--- src/rtl/prio_encoder_rr_pkg.sv ---
// prio_pkg: shared constants and helpers for the registered round-robin
// priority encoder.
//   idx_width(n) : index width for an n-input encoder
//   MODE_FIXED   : rr_mode value for fixed priority (highest index wins)
//   MODE_RR      : rr_mode value for rotating round-robin priority
package prio_pkg;

   localparam logic MODE_FIXED = 1'b0;
   localparam logic MODE_RR    = 1'b1;

   // Index width for n request lines. Kept at >= 1 so degenerate
   // parameterisations still elaborate.
   function automatic int unsigned idx_width(input int unsigned n);
      return (n < 2) ? 1 : $clog2(n);
   endfunction

endpackage

--- src/rtl/prio_encoder_rr_pick.sv ---
// prio_pick: combinational highest-set-bit finder.
//   vec   : input bit vector
//   idx   : index of the highest set bit of vec (0 when vec is empty)
//   found : vec has at least one bit set
module prio_pick
   import prio_pkg::*;
#(
   parameter int unsigned N = 8
) (
   input  logic [N-1:0]              vec,
   output logic [idx_width(N)-1:0]   idx,
   output logic                      found
);

   localparam int unsigned W = idx_width(N);

   // Ascending scan; a later (higher) set bit overwrites an earlier one.
   always_comb begin
      idx   = '0;
      found = 1'b0;
      for (int i = 0; i < int'(N); i++) begin
         if (vec[i]) begin
            idx   = W'(i);
            found = 1'b1;
         end
      end
   end

endmodule

--- src/rtl/prio_encoder_rr.sv ---
// prio_encoder_rr: registered priority encoder with sticky pending bits and
// runtime-selectable fixed / round-robin priority.
//   clk       : system clock, rising edge
//   rst       : synchronous active-high reset
//   req       : request lines; each high bit sets its pending bit
//   rr_mode   : MODE_FIXED = highest index wins, MODE_RR = rotating priority
//   out_valid : out_idx holds a granted index
//   out_idx   : granted request index
//   out_ready : consumer accepts out_idx when out_valid && out_ready
//   pend_any  : registered OR of the pending register
module prio_encoder_rr
   import prio_pkg::*;
#(
   parameter int unsigned N = 8
) (
   input  logic                      clk,
   input  logic                      rst,
   input  logic [N-1:0]              req,
   input  logic                      rr_mode,
   output logic                      out_valid,
   output logic [idx_width(N)-1:0]   out_idx,
   input  logic                      out_ready,
   output logic                      pend_any
);

   localparam int unsigned W = idx_width(N);

   logic [N-1:0] pending;
   logic [W-1:0] ptr;

   logic [N-1:0] rr_mask;
   logic [N-1:0] masked_pend;
   logic [W-1:0] m_idx;
   logic         m_found;
   logic [W-1:0] u_idx;
   logic         u_found;

   logic [W-1:0] sel_idx;
   logic         load;
   logic [N-1:0] clr_mask;
   logic [N-1:0] pending_next;
   logic [W-1:0] ptr_next;

   // Round-robin window: bits at or below the pointer.
   always_comb begin
      rr_mask = '0;
      for (int i = 0; i < int'(N); i++) begin
         rr_mask[i] = (W'(i) <= ptr);
      end
   end

   assign masked_pend = pending & rr_mask;

   prio_pick #(.N(N)) u_pick_masked (
      .vec   (masked_pend),
      .idx   (m_idx),
      .found (m_found)
   );

   prio_pick #(.N(N)) u_pick_full (
      .vec   (pending),
      .idx   (u_idx),
      .found (u_found)
   );

   // Selection, load decision and next pending/pointer values.
   // An empty RR window means the search wraps past 0 to N-1, which is
   // exactly the unmasked highest-bit pick.
   always_comb begin
      sel_idx      = u_idx;
      load         = 1'b0;
      clr_mask     = '0;
      pending_next = pending;
      ptr_next     = ptr;

      if ((rr_mode == MODE_RR) && m_found) begin
         sel_idx = m_idx;
      end

      load = (!out_valid || out_ready) && u_found;

      if (load) begin
         clr_mask = N'(1) << sel_idx;
         ptr_next = (sel_idx == '0) ? W'(N - 1) : (sel_idx - W'(1));
      end

      // Set wins over clear for a bit being granted this cycle.
      pending_next = (pending & ~clr_mask) | req;
   end

   // State and registered outputs.
   always_ff @(posedge clk) begin
      if (rst) begin
         pending   <= '0;
         ptr       <= W'(N - 1);
         out_valid <= 1'b0;
         out_idx   <= '0;
         pend_any  <= 1'b0;
      end else begin
         pending  <= pending_next;
         ptr      <= ptr_next;
         pend_any <= |pending_next;
         if (load) begin
            out_valid <= 1'b1;
            out_idx   <= sel_idx;
         end else if (out_valid && out_ready) begin
            out_valid <= 1'b0;
         end
      end
   end

endmodule

--- config.mk ---
export PLATFORM = sky130hd
export DESIGN_NAME = prio_encoder_rr
export DESIGN_NICKNAME = d
export VERILOG_FILES = /design/src/rtl/prio_encoder_rr_pkg.sv /design/src/rtl/prio_encoder_rr_pick.sv /design/src/rtl/prio_encoder_rr.sv
export SDC_FILE = /design/constraint.sdc
export NUM_CORES = 1
export LEC_CHECK = 0
export ABC_CLOCK_PERIOD_IN_PS = 3500
export CAP_MARGIN = 20
export CORE_MARGIN = 2
export CORE_UTILIZATION = 40
export CTS_CLUSTER_DIAMETER = 100
export DETAILED_ROUTE_END_ITERATION = 10
export GPL_TIMING_DRIVEN = 1
export MAX_ROUTING_LAYER = met4
export SYNTH_ARGS = -nofsm -noshare
export SYNTH_HDL_FRONTEND = slang
export SYNTH_SLANG_ARGS = --single-unit
--- constraint.sdc ---
create_clock -name clk -period 3.5 [get_ports clk]
set_clock_uncertainty 0.2 [all_clocks]
set_input_delay 0.7 -clock clk [delete_from_list [all_inputs] [get_ports clk]]
set_output_delay 0.7 -clock clk [all_outputs]
set_load 0.05 [all_outputs]
==> out/metrics.csv <==
stage,metric,value,unit
sta,slew_viol_final,0,
yosys,ys_seq_elements,16,
yosys,ys_types,45,
cts,htree_num_levels,1,
place,dpl_worst_slack,0.148,ns
yosys,synth-compound-area-share,31.7,%
sta,holdWs,0.259,ns
sta,hold_violations,0,
global_route,grt-ovfl-total,0,
yosys,yosys.area_share.simple,25.5,%
global_route,grt_pass1_vias,961,
setup_path,cp.depth,13,
cells_and_area,final_common_cell,nor2_1,
sta,tns,0,ns
yosys,yosys.area_share.xor_xnor,0,%
floorplan,die_x,54.2,um
setup_path,path_common_cell,ha_1,
floorplan,core,0.00243,sq mm
floorplan,die_area,0.00294,sq mm
cells_and_area,layout_common_cells,"20 x nor2_1, 16 x clkdlybuf4s50_1, 15 x dfxtp_1",
yosys,syn-num-nets,141,
place,port_buffers,16,
sta,slew_headroom,48.8,%
pwr,peakVddDrop,284,uV
detailed_routing,viasPerCell,5.93,
yosys,synth_area,0.00101,sq mm
floorplan,initial_utilization,41.4,%
cells_and_area,antenna_cells,0,
yosys,avgSynthCellArea,8.12,sq um
cells_and_area,final_nets,162,
global_route,grt_util_all_layers,20.8,%
setup_path,crit_start,ptr[2],
setup_path,crit_slowest_cell,or3_1,
yosys,synth.area.mux_share,0,%
detailed_routing,vias,1031,
global_route,grt_pass1_wl,4.27,mm
sta,rsz0062_at_grt,no,
detailed_routing,met3_length,61,um
cells_and_area,drive_gt1_share,13.2,%
pwr,leakage,0.498,nW
detailed_routing,drtIter0Drc,19,
yosys,synth_top_area_share,31.8,%
cts,cts_setup_buffers,0,
cts,cts_tree,done,
setup_path,start_kind,flip-flop,
setup_path,critPathTopFamily,simple AND/OR/NAND/NOR gates,
floorplan,rows,18,
sta,period_share,93.5,%
sta,setup-violations-final,0,
floorplan,die_h,54.2,um
cts,clockBufferDepth,2,
detailed_routing,wirelength,2.63,mm
yosys,synth_top_area_cell,dfxtp_1,
setup_path,worstReg2RegEnd,pend_any,
floorplan,pin_count,17,
setup_path,crit_fanout,6,
sta,clock.fmax,0.305,GHz
setup_path,r2r_cells,13,
detailed_routing,wl_met2,1.26,mm
yosys,yosys_warnings,0,
pwr,pwr_density_cell,483,mW/mm^2
detailed_routing,ant_nets,0,
detailed_routing,wl_met1,1.26,mm
flow_run,cap_violations,0,
sta,setup_slack,0.226,ns
cts,cts_buffers,3,
setup_path,arrival,3.22,ns
detailed_routing,highest_layer,met4,
setup_path,path_buf_inv,1,
cts,cts.sinks,16,
place,gp_congestion,0.858,
setup_path,critPathCaptureType,flip-flop,
cts,clkTransAtPathRegs,0.09,ns
global_route,grt_max_degree,17,
run_status,outcome,"finished, final reports clean",
cells_and_area,area_growth_syn_to_layout,25.6,%
yosys,yosys.area_share.adder,6.21,%
setup_path,critPathKind,reg -> reg,
min_path,hold_path_class,reg -> reg,
yosys,synth_top_family_by_area,compound AO/OA/AOI/OAI gates,
setup_path,path_cells,or3_1 -> a221o_1 -> o31ai_2 -> nor3b_2 -> nor2_1 -> inv_1 -> ha_1 -> ha_1 -> nand2_1 -> a21oi_1 -> nand3_1 -> nor4_2 -> a41oi_1,
detailed_routing,drc,0,
setup_path,cp.required,3.45,ns
detailed_routing,routedWlPerCell,15.1,um
cts,worstSkewPairLatency,0.29,ns
sta,fin_crit,3.27,ns
cts,cts-root-buf,clkbuf_4,
yosys,seq_area_frac_synth,31.8,%
detailed_routing,firstDrtPassIters,4,
yosys,synth.area.top_cells,"dfxtp_1 32%, nor2_1 7.5%, ha_1 6.2%",
sta,worst_slew_pin_slew,0.759,ns
setup_path,ff2ff_setup_slack,0.23,ns
global_route,antenna_found_initial,0,
setup_path,crit_end,pend_any,
place,dp_hpwl,2.04,mm
setup_path,r2r_start,ptr[2],
setup_path,critPathMaxStageDelay,0.43,ns
yosys,netlist_instances,124,
-- registers in the layout (all words and copies together), names as in the netlist --
signal     cells
out_idx        3
pending        8
ptr            3
out_valid      1
pend_any       1
-- cells by family after synthesis --
group | Yosys count
AND/OR/NAND/NOR | 51
AO/OA/AOI/OAI | 40
flip-flops | 16
buffers and inverters | 12
adder cells (fa/ha/maj) | 5
-- cell type report --
type | instances | area (sq um)
repair buffers | 21 | 198
multi-input cells | 96 | 643
well taps | 30 | 37.5
inverters | 7 | 28.8
fillers | 233 | 1170
flip-flops and latches | 16 | 322
clock buffers | 4 | 36.3
-- worst min-delay path by stage --
stage | cells past startpoint | startpoint | slack, ns | to
global placement | 2 | out_idx[0] | 0.24 | out_idx[0]
finish | 2 | out_idx[0] | 0.26 | out_idx[0]
global route | 2 | out_idx[0] | 0.28 | out_idx[0]
CTS | 2 | out_idx[0] | 0.26 | out_idx[0]
floorplan | 2 | pending[5] | 0.34 | pending[5]
detailed placement | 2 | out_idx[0] | 0.25 | out_idx[0]
-- per-stage QoR --
step	utilization (%)	instances	power (mW)	instance area (sq um)
2_1_floorplan	-	124	0.406	1010
3_3_place_gp	50.3	170	0.484	1220
3_5_place_dp	50.3	170	0.488	1220
4_1_cts	51.7	174	0.611	1260
5_1_grt	52.0	174	0.650	1260
6_report	52.0	174	0.611	1260
-- metal layers --
| layer | track usage [%] | vias to the layer above |
|---|---|---|
| met5 | - | - |
| met4 | 8.33 | 0 |
| met3 | 1.94 | 7 |
| met2 | 33.9 | 25 |
| met1 | 26.4 | 498 |
| li1 | - | 501 |
-- worst register-to-register path, cell delays in order (launching register included) --
cell	delay [ns]
dfxtp_1	0.36
or3_1	0.43
a221o_1	0.34
o31ai_2	0.31
nor3b_2	0.26
nor2_1	0.09
inv_1	0.10
ha_1	0.19
ha_1	0.17
nand2_1	0.05
a21oi_1	0.20
nand3_1	0.14
nor4_2	0.15
a41oi_1	0.13
-- cells in the mapped netlist --
library cell / count
a21o_2: 1
a221oi_4: 1
o32a_1: 1
nand2_1: 9
nor4_1: 2
o221ai_1: 1
o22ai_1: 1
nand3b_1: 1
a221o_1: 1
nor4_2: 1
dfxtp_1: 16
o32ai_1: 2
or2_1: 2
clkbuf_1: 4
o21ai_0: 3
nor2b_1: 1
nand2b_1: 1
nor3b_2: 1
o21a_1: 4
o41a_1: 1
inv_4: 1
and3_1: 2
nor2_1: 20
buf_2: 1
a31oi_1: 1
inv_2: 1
a41oi_1: 1
o22a_1: 1
o211ai_1: 2
o41ai_2: 1
a22o_1: 1
nor3_1: 2
ha_1: 5
a21boi_0: 1
or4_4: 1
a21oi_1: 8
a2111oi_0: 1
or3_1: 3
a221oi_1: 1
a211o_1: 1
o21bai_1: 1
inv_1: 5
nand3_1: 5
a211oi_1: 3
o31ai_1: 1
-- where the power goes --
group / switching, mW / internal, mW / leakage, nW
clock: 0.0587 / 0.0633 / 0.0210
combinational: 0.143 / 0.106 / 0.343
sequential: 0.0338 / 0.206 / 0.134
-- repair_timing --
item	4_1_cts	5_1_grt
hold buffers	0	0
resized for setup	0	2
setup endpoints to repair	0	1
Note: power is estimated with default switching activity, not from simulation.
